## config.mk

```make
export PLATFORM = sky130hd
export DESIGN_NAME = hp_ctrl_multi
export DESIGN_NICKNAME = d
export VERILOG_FILES = /design/src/rtl/hp_ctrl_multi.sv
export SDC_FILE = /design/constraint.sdc
export NUM_CORES = 1
export LEC_CHECK = 0
export ABC_AREA = 1
export BUFFER_PORTS_ARGS = -buffer_cell sky130_fd_sc_hd__buf_2
export CAP_MARGIN = 20
export CORE_MARGIN = 4
export CORE_UTILIZATION = 45
export CTS_CLUSTER_DIAMETER = 30
export CTS_CLUSTER_SIZE = 10
export DETAILED_ROUTE_END_ITERATION = 10
export SETUP_SLACK_MARGIN = 0.5
export SYNTH_ARGS = -nofsm -noshare
export SYNTH_HDL_FRONTEND = slang
export SYNTH_SLANG_ARGS = --single-unit
```

## constraint.sdc

```tcl
create_clock -name clk -period 4.6 [get_ports clk]
set_input_delay 0.46 -clock clk [delete_from_list [all_inputs] [get_ports clk]]
set_output_delay 0.46 -clock clk [all_outputs]
set_load 0.1 [all_outputs]
```

## src/rtl/hp_ctrl_multi.sv

```systemverilog
// hp_ctrl_multi: per-channel hit-point controller for N_CH independent players.
// Each channel takes damage from DMG_PIX, heals on the rising edge of
// HEAL_PIX, becomes invulnerable for INV_CYCLES after a hit, and locks at
// HP 0. Channels only meet in all_dead.
//
// Ports:
//   clk          system clock, rising edge
//   rst          synchronous active-high reset (overrides restart)
//   restart      synchronous game restart for all channels
//   current_pix  [4*N_CH-1:0]    pixel code under channel i at [4i+3:4i]
//   hp_numb      [HP_W*N_CH-1:0] registered HP of channel i
//   hit_pulse    [N_CH-1:0]      one-cycle damage strobe
//   invuln       [N_CH-1:0]      channel is invulnerable
//   dead         [N_CH-1:0]      channel HP is 0 and locked
//   all_dead                     AND of dead

// hp_ch: one channel; same ports as above for a single lane.
module hp_ch #(
    parameter int         HP_W       = 4,
    parameter int         HP_INIT    = 9,
    parameter int         HP_MAX     = 9,
    parameter int         INV_CYCLES = 50000000,
    parameter logic [3:0] DMG_PIX    = 4'h5,
    parameter logic [3:0] HEAL_PIX   = 4'hA
) (
    input  logic            clk,
    input  logic            rst,
    input  logic            restart,
    input  logic [3:0]      pix,
    output logic [HP_W-1:0] hp,
    output logic            hit_pulse,
    output logic            invuln,
    output logic            dead
);
    typedef enum logic [1:0] {IDLE, DEC, INV, DEAD} state_t;

    localparam int              TW     = $clog2(INV_CYCLES) + 1;
    localparam logic [TW-1:0]   T_LAST = TW'(INV_CYCLES - 1);
    localparam logic [HP_W-1:0] HP_I   = HP_W'(HP_INIT);
    localparam logic [HP_W-1:0] HP_M   = HP_W'(HP_MAX);

    state_t          state, state_nxt;
    logic [HP_W-1:0] hp_nxt, hp_inc;
    logic [TW-1:0]   timer, timer_nxt;
    logic            heal_prev, heal_ev, hit_nxt;

    // Heal acts on the first cycle HEAL_PIX appears, not while it is held.
    assign heal_ev = (pix == HEAL_PIX) && !heal_prev;
    assign hp_inc  = (hp >= HP_M) ? hp : hp + HP_W'(1);

    always_comb begin
        state_nxt = state;
        hp_nxt    = hp;
        timer_nxt = timer;
        hit_nxt   = 1'b0;
        case (state)
            IDLE: begin
                if (pix == DMG_PIX) begin
                    state_nxt = DEC;
                    hp_nxt    = (hp == '0) ? '0 : hp - HP_W'(1);
                    hit_nxt   = 1'b1;
                end else if (heal_ev) begin
                    hp_nxt = hp_inc;
                end
            end
            DEC: begin
                // hp here is already the decremented value
                timer_nxt = '0;
                state_nxt = (hp == '0) ? DEAD : INV;
            end
            INV: begin
                if (heal_ev) hp_nxt = hp_inc;
                if (timer == T_LAST) begin
                    state_nxt = IDLE;
                    timer_nxt = '0;
                end else begin
                    timer_nxt = timer + TW'(1);
                end
            end
            DEAD:    hp_nxt = '0;
            default: state_nxt = IDLE;
        endcase
    end

    // rst and restart have identical effect, so rst overriding restart is implicit.
    always_ff @(posedge clk) begin
        if (rst || restart) begin
            state     <= IDLE;
            hp        <= HP_I;
            timer     <= '0;
            heal_prev <= 1'b0;
            hit_pulse <= 1'b0;
        end else begin
            state     <= state_nxt;
            hp        <= hp_nxt;
            timer     <= timer_nxt;
            heal_prev <= (pix == HEAL_PIX);
            hit_pulse <= hit_nxt;
        end
    end

    assign invuln = (state == INV);
    assign dead   = (state == DEAD);
endmodule

module hp_ctrl_multi #(
    parameter int         N_CH       = 2,
    parameter int         HP_W       = 4,
    parameter int         HP_INIT    = 9,
    parameter int         HP_MAX     = 9,
    parameter int         INV_CYCLES = 50000000,
    parameter logic [3:0] DMG_PIX    = 4'h5,
    parameter logic [3:0] HEAL_PIX   = 4'hA
) (
    input  logic                 clk,
    input  logic                 rst,
    input  logic                 restart,
    input  logic [4*N_CH-1:0]    current_pix,
    output logic [HP_W*N_CH-1:0] hp_numb,
    output logic [N_CH-1:0]      hit_pulse,
    output logic [N_CH-1:0]      invuln,
    output logic [N_CH-1:0]      dead,
    output logic                 all_dead
);
    if (N_CH < 1) begin : g_bad_nch
        $error("hp_ctrl_multi: N_CH must be at least 1");
    end
    if (HP_INIT > HP_MAX || HP_MAX > (1 << HP_W) - 1) begin : g_bad_hp
        $error("hp_ctrl_multi: need HP_INIT <= HP_MAX <= 2^HP_W-1");
    end
    if (INV_CYCLES < 1) begin : g_bad_inv
        $error("hp_ctrl_multi: INV_CYCLES must be at least 1");
    end
    if (DMG_PIX == HEAL_PIX) begin : g_bad_pix
        $error("hp_ctrl_multi: DMG_PIX and HEAL_PIX must differ");
    end

    for (genvar i = 0; i < N_CH; i++) begin : g_ch
        hp_ch #(
            .HP_W       (HP_W),
            .HP_INIT    (HP_INIT),
            .HP_MAX     (HP_MAX),
            .INV_CYCLES (INV_CYCLES),
            .DMG_PIX    (DMG_PIX),
            .HEAL_PIX   (HEAL_PIX)
        ) u_ch (
            .clk       (clk),
            .rst       (rst),
            .restart   (restart),
            .pix       (current_pix[4*i +: 4]),
            .hp        (hp_numb[HP_W*i +: HP_W]),
            .hit_pulse (hit_pulse[i]),
            .invuln    (invuln[i]),
            .dead      (dead[i])
        );
    end

    assign all_dead = &dead;
endmodule
```

# == Word-level counts from Yosys, hierarchy flattened ==
# Cells that the tools add are included.
# op_classes
magnitude_cmp,2
reduce_logical,20
muxes,24
n_eq_ne,16
addsub,6
bitwise_logic,2
# ops
operator,count
one-hot mux 27 bit (2 select lines),2
"adder 27 x 1 -> 27 bit, second input constant",2
"== test 27 x 26 -> 1 bit, second input constant",2
2-to-1 mux 27 bit,2
2-to-1 mux 4 bit,8
one-hot mux 4 bit (3 select lines),2
one-hot mux 2 bit (3 select lines),2
nonzero test 3 bit,4
"adder 4 x 1 -> 4 bit, second input constant",2
"== test 2 bit, second input constant",4
"== test 4 x 3 -> 1 bit, second input constant",2
"== test 4 bit, second input constant",2
">= comparator 4 bit, second input constant",2
logical NOT 4 bit,2
2-to-1 mux 2 bit,4
"subtractor 4 x 1 -> 4 bit, second input constant",2
AND reduction 3 bit,2
"== test 2 x 1 -> 1 bit, second input constant",2
logical NOT 2 bit,2
2-to-1 mux 1 bit,4
"!= test 2 x 1 -> 1 bit, second input constant",2
"!= test 2 bit, second input constant",2
nonzero test 2 bit,2
OR reduction 2 bit,2
other kinds (5),8
# word_totals
out_inout_bits,15
inputBits,11
regBits,70

# == Logic depth before layout (Yosys ltp) ==
# logic_depth
ltp_word,5
ltp_mapped,11
depth_no_buf,10

# == Modules after synthesis ==
# A second synthesis with hierarchy kept.
# unflattened
hier_cells,628
area_unflattened_um2,4440.5
# modules_own_cells
mod,area_each_um2,cells_each,n_inst
hp_ch (g_ch[1].u_ch),2259.7,324,1
hp_ch (g_ch[0].u_ch),2173.3,302,1
hp_ctrl_multi,7.5,2,1

# == Worst setup path before layout ==
# Ideal clock, no wire load.
# synth_path
path_type,register -> register
startpoint,reg g_ch[0].u_ch.hp[0]
endpoint,reg g_ch[0].u_ch.hp[3]
setup_ps,58
path_stages_with_launch,10
synth_period_minus_slack_ps,2267
setup_slack_ps,2333
t_arrival_ps,2209
required_ps,4542
cell_sequence,dfxtp_1 > inv_1 > ha_1 > nand2_1 > nor2_1 > nor3_1 > inv_1 > o22ai_1 > nand2_1 > nand2_1
# synth_via
elab_chain_len,5
word_cells_on_any_way,9
cone_classes,2 x add/sub; 1 x order compare; 5 x mux; 1 x reduce/logical
# synth_lines
element,line_no,source
from (decl),30,"output logic [HP_W-1:0] hp,"
from (signal assigned),95,hp <= hp_nxt;
adder 4 x 1 -> 4 bit / >= comparator 4 bit (equally long branches),49,assign hp_inc = (hp >= HP_M) ? hp : hp + HP_W'(1);
2-to-1 mux 4 bit,49,
2-to-1 mux 4 bit,"62, 72",
2-to-1 mux 4 bit,58,if (pix == DMG_PIX) begin
one-hot mux 4 bit (3 select lines) (*),56,case (state)
# Every way passes the cells marked *; elsewhere a longest branch is shown, timed or not.
# A chain may end at the register's enable or synchronous reset.

# == Worst setup path after layout ==
# layout_path
startpoint,reg g_ch[1].u_ch.state[0]
endpoint,reg g_ch[1].u_ch.timer[25]
# layout_via
elab_chain_len,2
word_cells_on_any_way,4
cone_classes,2 x eq/ne; 1 x mux; 1 x reduce/logical
# layout_lines
element,line_no,source
from (decl),42,"state_t state, state_nxt;"
from (signal assigned),94,state <= state_nxt;
== test 2 bit / == test 2 x 1 -> 1 bit (equally long branches),56,
one-hot mux 27 bit (2 select lines) / nonzero test 2 bit (equally long branches),-,
to (signal assigned),96,timer <= timer_nxt;
to (decl),44,"logic [TW-1:0] timer, timer_nxt;"
# Parallel ways exist; a longest one is shown, timed or not.

==> flow_metrics.env <==
export IMPL_grt_max_degree=23
export IMPL_ir_worst_vdd_v=0.000153
export IMPL_drtPass1Iterations=4
export IMPL_pwr_share_clk_pct=45.4
export IMPL_fin_area_sq_mm=0.00473
export IMPL_synth_async_reset_ratio_pct=0
export IMPL_clock_latency_ns=0.35
export IMPL_syn_inst=644
export IMPL_cts_buffer_depth=2
export IMPL_fin_util_pct=51.0
export IMPL_cellInternalPower_mw=0.948
export IMPL_path_clk_slew_ns=0.08
export IMPL_layout_drive_gt1_share_pct=13.0
export IMPL_hold_viol=0
export IMPL_dieHeight_um=106
export IMPL_syn_avg_cell_area_sq_um=6.72
export IMPL_seqPwrFrac_pct=48.8
export IMPL_synth_edf_count=0
export IMPL_relSlewSlack_pct=60.7
export IMPL_yosysMostFrequentCell="nand2_1"
export IMPL_synth_area_sq_mm=0.00433
export IMPL_layout_worst_path_cycle_share_pct=47.0
export IMPL_fmax_mhz=463
export IMPL_vias=3923
export IMPL_diodes=0
export IMPL_antenna_found_initial=0
export IMPL_cp_arrival_ns=2.40
export IMPL_grt_pass1_vias=3743
export IMPL_grt_total_usage_pct=17.8
export IMPL_place_area_sq_mm=0.00451
export IMPL_io_buffers=25
export IMPL_finClkSkew_ns=0.00830
export IMPL_yosysTopAreaCellShare_pct=32.4
export IMPL_yosysSeqAreaShare_pct=32.4
export IMPL_status="complete, no violations"
export IMPL_grt_pass1_wl_mm=16.6
export IMPL_routed_wirelength_mm=9.37
export IMPL_start_util_pct=46.6
export IMPL_cts_sinks=70
export IMPL_cts_hold_buf=0
export IMPL_rsz0062_at_grt="no"
export IMPL_setup_viol=0
export IMPL_worstRegToRegCells=7
export IMPL_synth_ff_type="dfxtp_1"
export IMPL_die_area_sq_mm=0.0113
export IMPL_required_ns=4.84
export IMPL_drt_initial_drc_count=182
export IMPL_syn_to_final_growth_pct=9.31
export IMPL_min_path_cells=3
export IMPL_cts_tree="built"
export IMPL_start_kind="register"
export IMPL_dpl_hpwl_mm=7.00
export IMPL_r2r_slack_ns=2.44
export IMPL_power_frac_comb_pct=5.8
export IMPL_wl_per_cell_um=11.7
export IMPL_synth_area_leader_cell="dfxtp_1"
export IMPL_nNetsFinal=695
export IMPL_synth_warnings=0
export IMPL_dieWidth_um=106
export IMPL_worstPathMaxFanout=16
export IMPL_synth_distinct_cells=35
export IMPL_numCtsBuffers=9
export IMPL_routed_via_density=4.91
export IMPL_cts_resized=0
export IMPL_max_slew_worst_pin_slew_ns=0.585
export IMPL_cts_setup_buffers=0
export IMPL_min_delay_path_class="in2reg"
export IMPL_synth_common_cells="144 x nand2_1, 92 x nor2_1, 85 x inv_1"
export IMPL_place_congestion=0.855
export IMPL_ys_top_cells_by_area="dfxtp_1 32%, nand2_1 12%, nor2_1 8.0%"
export IMPL_ant_nets=0
export IMPL_p_switching_mw=0.303
export IMPL_hold_slack_ns=0.389
export IMPL_htree_levels=3
export IMPL_yosys_register_bits=70
export IMPL_row_count=35
export IMPL_cellPowerDensity_mw_per_mm2=265
export IMPL_synth_nets=674
export IMPL_drc_errors=0
export IMPL_end_kind="register"
export IMPL_cts_root_buf="clkbuf_8"
export IMPL_fin_crit_ns=2.16
export IMPL_final_setup_tns_ns=0
export IMPL_cap_violations=0
export IMPL_drv_slew=0
export IMPL_leakage_nw=1.79
export IMPL_design_core_area_sq_mm=0.00928
export IMPL_critical_path_class="reg2reg"
export IMPL_overflow=0
export IMPL_ios=26
export IMPL_swShare_pct=24.2
stage by stage:
stage	cells	total power, mW	setup WS (ns)
final	799	1.25	2.44
after global routing	799	1.31	2.19
after CTS	799	1.27	2.42
after detailed placement	783	0.699	2.42
after global placement	783	0.698	2.53
after floorplan	644	0.685	2.33
sequential cells by signal, indices dropped and copies added (netlist names):
name	count
g_ch.u_ch.hp	8
g_ch.u_ch.state	4
g_ch.u_ch.timer	54
g_ch.u_ch.heal_prev	2
g_ch.u_ch.hit_pulse	2
cells by family (layout without fill, tap and decap cells):
kind of cell | count (synthesis) | in the layout | share of synthesized area, %
buffers and inverters | 106 | 132 | 10.5
flip-flops | 70 | 70 | 32.4
AO/OA/AOI/OAI | 62 | 62 | 7.66
AND/OR/NAND/NOR | 370 | 370 | 40.5
XOR/XNOR | 17 | 17 | 3.44
adder cells (fa/ha/maj) | 19 | 19 | 5.49
layer usage:
metal	GRT usage (%)	routed length, um
met3	3.40	293
met2	29.6	4410
met1	22.7	4550
met5	0	0
met4	6.85	119
worst paths after layout:
| path | startpoint | end |
|---|---|---|
| worst min register to register | g_ch[0].u_ch.timer[1] | g_ch[0].u_ch.timer[1] |
| worst max register to register | g_ch[1].u_ch.state[0] | g_ch[1].u_ch.timer[25] |
| worst min-delay path | current_pix[3] | g_ch[0].u_ch.heal_prev |
| worst max-delay path | g_ch[1].u_ch.state[0] | g_ch[1].u_ch.timer[25] |
cell usage in the layout (no fill, tap or decap), types with 2 or more instances in the layout:
cell,n
buf_2,25
dfxtp_1,70
o21ai_0,22
nand3_2,4
nand3_1,47
a21oi_1,30
nor2_2,9
nor3_2,7
nor2_1,91
inv_1,85
nand4_1,21
inv_2,5
nand2_2,7
xor2_1,16
bufinv_16,2
clkbuf_8,10
nor3_1,23
ha_1,19
nand2_4,2
o21bai_1,2
nand2_1,144
nor2_4,8
nor4_1,4
clkinv_4,2
o22ai_1,2
power by group through the flow:
| stage | sequential, mW | combinational (mW) | clock [mW] |
|---|---|---|---|
| 2_1_floorplan | 0.632 | 0.0528 | 0 |
| 3_3_place_gp | 0.625 | 0.0726 | 0 |
| 3_5_place_dp | 0.625 | 0.0736 | 0 |
| 4_1_cts | 0.611 | 0.0738 | 0.586 |
| 5_1_grt | 0.612 | 0.0827 | 0.613 |
| 6_report | 0.611 | 0.0725 | 0.568 |
critical path, stage by stage, from the launching register on:
cell,delay [ns]
dfxtp_1,0.42
inv_1,0.09
ha_1,0.63
inv_2,0.24
nor4_1,0.41
nand3_1,0.13
nand2_1,0.10
nor2_2,0.03
layout make-up:
type                    instances  area, sq um
fillers                       956         4550
multi-input cells             468         2470
flip-flops and latches         70         1400
inverters                      90          338
well taps                     129          161
clock buffers                  11          141
repair buffers                 26          133
clock inverters                 5         82.6
Note: power is estimated with default switching activity, not from simulation.
